==> src/rtl/div_sequencer_pkg.sv <==
// Shared definitions for the divider control path: state encoding and the
// operand width shared with the multiplier sequencer.
package div_sequencer_pkg;

    localparam int DIV_WIDTH = 32;

    typedef logic [2:0] state_t;

    localparam state_t IDLE = 3'd0;
    localparam state_t LOAD = 3'd1;
    localparam state_t ITER = 3'd2;
    localparam state_t DONE = 3'd3;
    localparam state_t ERR  = 3'd4;

    // A new request always lands in LOAD, or in ERR when the divisor is zero.
    function automatic state_t restart_target(input logic divisor_zero);
        return divisor_zero ? ERR : LOAD;
    endfunction

endpackage

==> src/rtl/div_iter_counter.sv <==
// Iteration counter for the divider: async clear, synchronous clear (wins
// over enable) and a terminal-count flag at WIDTH-1.
module div_iter_counter #(
    parameter int WIDTH = 32,
    parameter int CNT_W = 6
) (
    input  logic             clk_i,
    input  logic             clrn_i,
    input  logic             clr_i,
    input  logic             en_i,
    output logic [CNT_W-1:0] count_o,
    output logic             tc_o
);

    logic [CNT_W-1:0] count_q;
    logic [CNT_W-1:0] count_d;

    always_comb begin
        count_d = count_q;
        if (clr_i) begin
            count_d = '0;
        end else if (en_i) begin
            count_d = count_q + 1'b1;
        end
    end

    always_ff @(posedge clk_i or negedge clrn_i) begin
        if (!clrn_i) begin
            count_q <= '0;
        end else begin
            count_q <= count_d;
        end
    end

    assign count_o = count_q;
    assign tc_o    = (count_q == CNT_W'(WIDTH - 1));

endmodule

==> src/rtl/div_sequencer.sv <==
// Control FSM for the multicycle restoring divider: load, WIDTH
// shift/subtract iterations, then a one-cycle result (or exception) pulse.
module div_sequencer
    import div_sequencer_pkg::*;
#(
    parameter int WIDTH = DIV_WIDTH,
    parameter int CNT_W = 6
) (
    input  logic             clk,
    input  logic             clrn,
    input  logic             ctrl_div,
    input  logic             divisor_zero,
    input  logic             diff_neg,
    output logic             qb_start,
    output logic             qb_ena,
    output logic             qb_shiftin,
    output logic             result_rdy,
    output logic             div_exception,
    output logic             busy,
    output logic [CNT_W-1:0] iter
);

    state_t state_q;
    state_t state_d;
    logic   cnt_clr;
    logic   cnt_en;
    logic   cnt_tc;

    always_ff @(posedge clk or negedge clrn) begin
        if (!clrn) begin
            state_q <= IDLE;
        end else begin
            state_q <= state_d;
        end
    end

    // A request in any state aborts the current operation and restarts.
    always_comb begin
        state_d = state_q;
        if (ctrl_div) begin
            state_d = restart_target(divisor_zero);
        end else begin
            case (state_q)
                IDLE:    state_d = IDLE;
                LOAD:    state_d = ITER;
                ITER:    state_d = cnt_tc ? DONE : ITER;
                DONE:    state_d = IDLE;
                ERR:     state_d = IDLE;
                default: state_d = IDLE;
            endcase
        end
    end

    always_comb begin
        qb_start      = 1'b0;
        qb_ena        = 1'b0;
        qb_shiftin    = 1'b0;
        result_rdy    = 1'b0;
        div_exception = 1'b0;
        busy          = 1'b0;
        case (state_q)
            LOAD: begin
                qb_start = 1'b1;
                qb_ena   = 1'b1;
                busy     = 1'b1;
            end
            ITER: begin
                qb_ena     = 1'b1;
                qb_shiftin = ~diff_neg;
                busy       = 1'b1;
            end
            DONE: begin
                result_rdy = 1'b1;
                busy       = 1'b1;
            end
            ERR: begin
                result_rdy    = 1'b1;
                div_exception = 1'b1;
                busy          = 1'b1;
            end
            default: ;
        endcase
    end

    // Clearing on entry to LOAD makes iter read 0 in the LOAD cycle; enable
    // stops at terminal count so iter holds WIDTH-1 afterwards.
    assign cnt_clr = (state_d == LOAD);
    assign cnt_en  = (state_q == ITER) && !cnt_tc;

    div_iter_counter #(
        .WIDTH (WIDTH),
        .CNT_W (CNT_W)
    ) u_counter (
        .clk_i   (clk),
        .clrn_i  (clrn),
        .clr_i   (cnt_clr),
        .en_i    (cnt_en),
        .count_o (iter),
        .tc_o    (cnt_tc)
    );

endmodule

==> config.mk <==
export PLATFORM = sky130hd
export DESIGN_NAME = div_sequencer
export DESIGN_NICKNAME = d
export VERILOG_FILES = /design/src/rtl/div_sequencer_pkg.sv /design/src/rtl/div_iter_counter.sv /design/src/rtl/div_sequencer.sv
export SDC_FILE = /design/constraint.sdc
export NUM_CORES = 1
export LEC_CHECK = 0
export ABC_CLOCK_PERIOD_IN_PS = 3000
export CAP_MARGIN = 20
export CORE_MARGIN = 5
export CORE_UTILIZATION = 35
export DETAILED_ROUTE_END_ITERATION = 10
export GPL_TIMING_DRIVEN = 0
export PLACE_DENSITY = 0.69
export SYNTH_ARGS = -nofsm -noshare
export SYNTH_HDL_FRONTEND = slang
export SYNTH_SLANG_ARGS = --single-unit
==> constraint.sdc <==
create_clock -name clk -period 3 [get_ports clk]
set_clock_uncertainty 0.15 [all_clocks]
set_input_delay 0.6 -clock clk [delete_from_list [all_inputs] [get_ports clk]]
set_output_delay 0.6 -clock clk [all_outputs]
set_load 0.01 [all_outputs]
==> results of run 1 <==
## worst paths after layout
check / from / endpoint / slack (ps) / cells past startpoint
max: state_q[0]$_DFF_PN0_ / qb_ena / 350 / 4
min: u_counter.count_o[2]$_DFFE_PN0P_ / u_counter.count_o[2]$_DFFE_PN0P_ / 420 / 1
max reg2reg: u_counter.count_o[0]$_DFFE_PN0P_ / u_counter.count_o[5]$_DFFE_PN0P_ / 890 / 6
min reg2reg: u_counter.count_o[2]$_DFFE_PN0P_ / u_counter.count_o[2]$_DFFE_PN0P_ / 420 / 1
max in group asynchronous: clrn / u_counter.count_o[0]$_DFFE_PN0P_ / 1930 / 1
min in group asynchronous: clrn / u_counter.count_o[2]$_DFFE_PN0P_ / 480 / 1
## stage by stage
stage	std cells	worst slack [ps]	area (um2)	hold slack, ps
floorplan	51	978	495	154
global route	86	266	701	456
finish	86	348	701	425
CTS	86	329	701	427
global placement	82	622	674	408
detailed placement	82	618	674	418
## sequential cells by signal (all words and copies together) (netlist names)
register and flops:
u_counter.count_o 6, state_q 3
## cell usage after synthesis
cell,instances,area share
or3b_1,1,0.018
o21ai_0,1,0.010
o31ai_1,2,0.030
xor2_1,1,0.018
ha_1,1,0.025
and3_1,1,0.013
nor2b_1,3,0.038
clkbuf_1,1,0.0076
or2b_1,1,0.015
a211oi_1,1,0.015
nand2_1,3,0.023
nand3_1,3,0.030
or4_1,1,0.015
a41o_1,1,0.020
and2_1,2,0.025
nand2b_1,2,0.025
a21o_4,1,0.030
buf_2,1,0.010
a311oi_1,1,0.018
a21oi_1,4,0.040
dfrtp_1,9,0.45
nand3b_1,1,0.015
xnor2_1,2,0.035
nor3b_1,2,0.030
nor2_1,5,0.038
## power breakdown
group          leakage (nW)  total [mW]  switching [mW]  internal (mW)
Combinational         0.157      0.0506          0.0210         0.0296
Clock                0.0150      0.0919          0.0408         0.0511
Sequential            0.122       0.134         0.00727          0.127
Total                 0.295       0.276          0.0690          0.207
## cells in the final DEF, fill, tap and decap left out
master            n
or3b_1            1
o31ai_1           2
nand2_1           3
ha_1              1
a311oi_1          1
a21o_4            1
or2b_1            1
xor2_1            1
nor2_1            5
dfrtp_1           9
nand2b_1          2
and2_1            2
a211oi_1          1
nor3b_1           2
clkbuf_1          2
or4_1             1
nor2b_1           3
o21ai_0           1
buf_2             1
a41o_1            1
clkdlybuf4s50_1  16
xnor2_1           2
a21oi_1           4
nand3b_1          1
and3_1            1
clkbuf_4          3
nand3_1           3
## worst max-delay path: cells and delay by family, from the launching register on
family / cells / cell delay [ps]
buffers and inverters: 2 / 690
flip-flops: 1 / 410
AND/OR/NAND/NOR: 2 / 540
## layer usage
layer	global-route usage	vias to the layer above
met3	0.0226	5
li1	-	222
met2	0.158	12
met4	0.0806	0
met1	0.133	204
met5	0	-
## cell type report
cell class              instances  area [um2]  share of cell area
multi-input cells              40         262               0.373
flip-flops and latches          9         225               0.321
well taps                      15        18.8              0.0268
plain buffers                   2        8.76              0.0125
clock buffers                   4        26.3              0.0375
repair buffers                 16         160               0.229
## cells by family (layout without fill, tap and decap cells)
family,after synthesis,count (layout)
buffers and inverters,2,22
AOI/OAI and AO/OA,11,11
and+or+nand+nor,25,25
DFF,9,9
xor gates and xnor gates,3,3
adders and majority gates,1,1
==> results_dict.tcl, run 1 <==
set metrics [dict create \
    fin_crit_sh 0.884 \
    dieHeight_um 47.6 \
    highest_layer "met4" \
    overflow 0 \
    grt_pass1_vias 400 \
    synth-seq-area-share 0.455 \
    wl_met1_um 467 \
    final_core_util 0.532 \
    wl_met2_um 462 \
    synth_xor_area_frac 0.0530 \
    die_w_um 47.6 \
    io_pins 17 \
    gp_congestion 0.701 \
    num_rows 13 \
    rsz0062_at_grt "false" \
    worstMarginPinSlew_ps 402 \
    track_usage 0.106 \
    hold_viol 0 \
    synth.distinct_cells 25 \
    slowest_delay_ps 530 \
    wl_met3_um 67 \
    status "complete, no violations" \
    drt-initial-drc-count 11 \
    leakage_nw 0.295 \
    maxSlewHeadroom 0.732 \
    dieArea_um2 2270 \
    vias_per_cell 5.15 \
    synthToLayoutAreaGrowth_pct 41.4 \
    cts_resized 0 \
    synth_top_family_by_area "simple AND/OR/NAND/NOR gates" \
    synth_mux_area_frac 0 \
    cp.required_ps 2250 \
    yosys_warnings 0 \
    num-fill-cells 125 \
    route.detailed.drc 0 \
    clock_sinks 9 \
    dp_hpwl_um 780 \
    firstDrtPassIters 4 \
    fin_crit_ps 2650 \
    critPathLaunchType "flip-flop" \
    cp.arrival_ps 1900 \
    power_density_nw_per_um2 395 \
    synthSimpleGateAreaFrac 0.285 \
    wl_um 1030 \
    hp-class "reg -> reg" \
    start_util 0.376 \
    io_buffers 16 \
    drv_cap 0 \
    setup_viol 0 \
    clock_latency_ps 260 \
    cpMaxStageDelayCell "clkdlybuf4s50_1" \
    postCtsSetupRepairBufs 0 \
    end_kind "output pin" \
    h-tree-depth 1 \
    ctsLongestPathBuffers 2 \
    num_vias 443 \
    fmax_ghz 0.377 \
    grt_pass1_wl_um 1640 \
    synth_area_um2 495 \
    grt_max_degree 10 \
    synth_compound_area_frac 0.164 \
    power.total_mw 0.276 \
    crit_chain "or3b_1 -> buf_2 -> or2b_1 -> clkdlybuf4s50_1" \
    slew_violations 0 \
    num_antenna_cells 0 \
    synth.net_count 57 \
    cp_max_fo 6 \
    core_um2 1320 \
    critPathKind "reg -> out" \
    wl_per_cell_um 11.9 \
    tns_ps 0 \
    final_nets 78 \
    cts_buffers 3 \
    path_clk_slew_ps 60 \
    synth_fa_ha_area_frac 0.0253 \
    synthCells 51 \
    hold_buffers 0 \
    synth_area_per_cell_um2 9.72 \
    drive_gt1_frac 0.0704 \
    tritoncts "yes" \
    antenna_found_initial 0 \
    cts_root_buf "clkbuf_4" \
    ys_ff_latch 9 \
    ant_nets 0 \
    vdd_drop_max_mv 0.316 \
]
Power figures use the tool's default switching activity.
==> run 2: changes to the inputs <==
Settings changed: PLACE_DENSITY 0.69 to 0.68, RECOVER_POWER from default to 100, SLEW_MARGIN from default to 20.
==> results_dict.tcl, run 2 (synthesis gave the netlist of run 1 again) <==
set metrics [dict create \
    num-fill-cells 114 \
    gp_congestion 0.716 \
    path_depth 4 \
    rrSetupSlack_ps 900 \
    fin_crit_ps 2700 \
    vias_per_cell 5.05 \
    path_clk_slew_ps 60 \
    wl_per_cell_um 11.6 \
    clock_sinks 9 \
    vdd_drop_max_mv 0.223 \
    end_kind "output pin" \
    dpl_worst_slack_ps 619 \
    final_nets 78 \
    largest_reg_flops 6 \
    critPathLaunchType "flip-flop" \
    num_vias 434 \
    ctsLongestPathBuffers 2 \
    r2r_end "u_counter.count_o[5]$_DFFE_PN0P_" \
    hp-start "u_counter.count_o[2]$_DFFE_PN0P_" \
    wl_met1_um 454 \
    worstMarginPinSlew_ps 411 \
    antenna_found_initial 0 \
    hold_viol 0 \
    wl_met3_um 77 \
    min_to "u_counter.count_o[2]$_DFFE_PN0P_" \
    cts_resized 0 \
    path_delay_family "buffers and inverters" \
    firstDrtPassIters 2 \
    drv_cap 0 \
    stdcell_count 86 \
    ant_nets 0 \
    rsz0062_at_grt "false" \
    route.detailed.drc 0 \
    slowest_delay_ps 530 \
    power_density_nw_per_um2 392 \
    reg2reg_depth 6 \
    tns_ps 0 \
    io_buffers 16 \
    io_pins 17 \
    synthToLayoutAreaGrowth_pct 41.2 \
    core_um2 1320 \
    critPathBufInv 2 \
    hp-class "reg -> reg" \
    drt-initial-drc-count 5 \
    grt_pass1_wl_um 1590 \
    dpl.cell_count 82 \
    status "complete, no violations" \
    layout_commonest_cell "dlygate4sd3_1" \
    dp_hpwl_um 763 \
    postCtsSetupRepairBufs 0 \
    cts_root_buf "clkbuf_4" \
    reg2reg_from "u_counter.count_o[0]$_DFFE_PN0P_" \
    final_cell_area_um2 699 \
    cts_buffers 3 \
    wl_um 995 \
    cpMaxStageDelayCell "clkdlybuf4s50_1" \
    multiInputGateArea_um2 262 \
    crit_path_start "state_q[0]$_DFF_PN0_" \
    regArea_um2 225 \
    final_cell_mix "dlygate4sd3_1 (13), dfrtp_1 (9), nor2_1 (5)" \
    dieHeight_um 47.6 \
    drive_gt1_frac 0.0563 \
    grt_pass1_vias 396 \
    power.total_mw 0.274 \
    leakage_nw 0.326 \
    setup_viol 0 \
    cp.arrival_ps 1950 \
    hold_buffers 0 \
    h-tree-depth 1 \
    slew_violations 0 \
    crit_chain "or3b_1 -> clkbuf_1 -> or2b_1 -> clkdlybuf4s50_1" \
    num_rows 13 \
    critPathKind "reg -> out" \
    fmax_ghz 0.371 \
    maxSlewHeadroom 0.725 \
    grt_max_degree 10 \
    dieArea_um2 2270 \
    placed_area_um2 674 \
    fin_ws_ps 305 \
    num_antenna_cells 0 \
    wl_met2_um 453 \
    cp.required_ps 2250 \
    hold_depth 1 \
    cp_max_fo 6 \
    fin_crit_sh 0.898 \
    clock_latency_ps 260 \
    highest_layer "met4" \
    track_usage 0.105 \
    die_w_um 47.6 \
    tritoncts "yes" \
    overflow 0 \
    start_util 0.376 \
]
-- run 2: changes by cell type in the layout (fill, tap and decap cells not counted), sizes merged --
| cell | change |
|---|---|
| buf | -1 |
| clkdlybuf4s50 | -13 |
| dlygate4sd3 | +13 |
| clkbuf | +1 |
-- run 2: power breakdown --
group	total, mW	switching [mW]	internal [mW]
registers	0.134	0.00709	0.127
logic	0.0472	0.0210	0.0262
clock network	0.0931	0.0418	0.0512
-- run 2: worst max path at each step --
stage / end / slack (ps)
floorplan: u_counter.count_o[5]$_DFFE_PN0P_ / 980
global placement: qb_shiftin / 620
detailed placement: qb_shiftin / 620
CTS: qb_ena / 330
global route: qb_ena / 180
finish: qb_ena / 300
-- run 2: per-layer routing --
metal	vias up	global-route usage
met5	-	0
met1	197	0.122
met2	13	0.160
met3	2	0.0226
met4	0	0.0968
li1	222	-
-- run 2: per-stage QoR --
| stage | hold slack [ps] | util |
|---|---|---|
| after floorplan | 154 | - |
| after global placement | 405 | 0.512 |
| after detailed placement | 401 | 0.512 |
| after CTS | 409 | 0.532 |
| after global routing | 447 | 0.531 |
| final | 405 | 0.531 |
-- run 2: final cells by class --
type	count	area share
multi-input cells	40	0.374
well taps	15	0.0268
clock buffers	4	0.0376
plain buffers	2	0.0107
repair buffers	16	0.229
flip-flops and latches	9	0.322
==> run 3: changes to the inputs <==
Settings changed: ABC_CLOCK_PERIOD_IN_PS 3000 to 3400.
Clock period 3 ns to 3.4 ns, I/O delays scaled along.
==> results_dict.tcl, run 3 (synthesis gave the netlist of run 1 again) <==
set metrics [dict create \
    tns_ps 0 \
    reg2reg_from "u_counter.count_o[0]$_DFFE_PN0P_" \
    power_density_nw_per_um2 345 \
    start_util 0.376 \
    fin_ws_ps 559 \
    clock_latency_ps 260 \
    layout_commonest_cell "dlygate4sd3_1" \
    cts_buffers 3 \
    rrSetupSlack_ps 1300 \
    dp_hpwl_um 763 \
    num_antenna_cells 0 \
    clock_sinks 9 \
    route.detailed.drc 0 \
    min_to "u_counter.count_o[2]$_DFFE_PN0P_" \
    r2r_end "u_counter.count_o[5]$_DFFE_PN0P_" \
    fin_crit_ps 2840 \
    ctsLongestPathBuffers 2 \
    grt_pass1_vias 396 \
    cp_max_fo 6 \
    fin_crit_sh 0.836 \
    num_rows 13 \
    hp-start "u_counter.count_o[2]$_DFFE_PN0P_" \
    leakage_nw 0.328 \
    worstMarginPinSlew_ps 411 \
    vdd_drop_max_mv 0.197 \
    pwr-share-seq 0.489 \
    overflow 0 \
    power.total_mw 0.241 \
    hold_buffers 0 \
    track_usage 0.105 \
    hold_depth 1 \
    synthToLayoutAreaGrowth_pct 41.2 \
    firstDrtPassIters 2 \
    p_sw_mw 0.0617 \
    cp.arrival_ps 2010 \
    final_core_util 0.531 \
    hp-class "reg -> reg" \
    setup_viol 0 \
    fmax_ghz 0.352 \
    antenna_found_initial 0 \
    drv_cap 0 \
    dieHeight_um 47.6 \
    postCtsSetupRepairBufs 0 \
    critPathKind "reg -> out" \
    cts_resized 0 \
    final_nets 78 \
    num-fill-cells 114 \
    regArea_um2 225 \
    cts_root_buf "clkbuf_4" \
    io_buffers 16 \
    vias_per_cell 5.05 \
    power.share.switching 0.256 \
    final_cell_mix "dlygate4sd3_1 (14), dfrtp_1 (9), nor2_1 (5)" \
    hold_viol 0 \
    path_clk_slew_ps 60 \
    dpl_worst_slack_ps 859 \
    gp_congestion 0.716 \
    clkPwrFrac 0.340 \
    combPwrFrac 0.171 \
    largest_reg_flops 6 \
    io_pins 17 \
    maxSlewHeadroom 0.725 \
    dieArea_um2 2270 \
    rsz0062_at_grt "false" \
    ant_nets 0 \
    h-tree-depth 1 \
    cp.required_ps 2570 \
    grt_max_degree 10 \
    drt-initial-drc-count 5 \
    internal-power_mw 0.180 \
    die_w_um 47.6 \
    multiInputGateArea_um2 262 \
    grt_pass1_wl_um 1590 \
    wl_um 995 \
    tritoncts "yes" \
    critPathLaunchType "flip-flop" \
    drive_gt1_frac 0.0563 \
    end_kind "output pin" \
    core_um2 1320 \
    slew_violations 0 \
    reg2reg_depth 6 \
    num_vias 434 \
    wl_per_cell_um 11.6 \
    status "complete, no violations" \
]
run 3: power groups by stage:
stage	sequential (mW)	combinational [mW]	clock (mW)
6_report	0.118	0.0412	0.0821
5_1_grt	0.119	0.0461	0.0907
4_1_cts	0.118	0.0458	0.0860
3_5_place_dp	0.120	0.0456	0
3_3_place_gp	0.120	0.0452	0
2_1_floorplan	0.120	0.0189	0
run 3: worst max-delay path by stage:
stage                                      from                                to  slack (ps)  depth (start not counted)
2_1_floorplan  u_counter.count_o[0]$_DFFE_PN0P_  u_counter.count_o[5]$_DFFE_PN0P_        1380                          6
3_3_place_gp                           diff_neg                        qb_shiftin         860                          3
3_5_place_dp                           diff_neg                        qb_shiftin         860                          3
4_1_cts                    state_q[2]$_DFF_PN0_                            qb_ena         650                          4
5_1_grt                    state_q[2]$_DFF_PN0_                            qb_ena         430                          4
6_report                   state_q[0]$_DFF_PN0_                            qb_ena         560                          4
run 3: metrics by stage:
step / cell area, um2 / instances / hold WS (ps)
after floorplan: 495 / 51 / 234
after global placement: 674 / 82 / 405
after detailed placement: 674 / 82 / 401
after CTS: 701 / 86 / 409
after global routing: 699 / 86 / 447
final: 699 / 86 / 405
run 3: area by class of cell:
class,count,area share
Tap cell,15,0.0268
Timing Repair Buffer,16,0.229
Multi-Input combinational cell,40,0.374
Clock buffer,4,0.0376
Buffer,2,0.0107
Sequential cell,9,0.322
run 3: critical path: stages (launching register included):
cell           delay [ps]
dfrtp_1               410
or3b_1                370
clkbuf_1              180
or2b_1                200
dlygate4sd3_1         600
run 3: per-layer routing:
layer  vias to the layer above  routed length, um  share of wire  global-route usage
met3                         2                 77          0.077              0.0226
met2                        13                453           0.46               0.160
met1                       197                454           0.46               0.122
met5                         -                  0              0                   0
met4                         0                  9         0.0090              0.0968
li1                        222                  -              -                   -
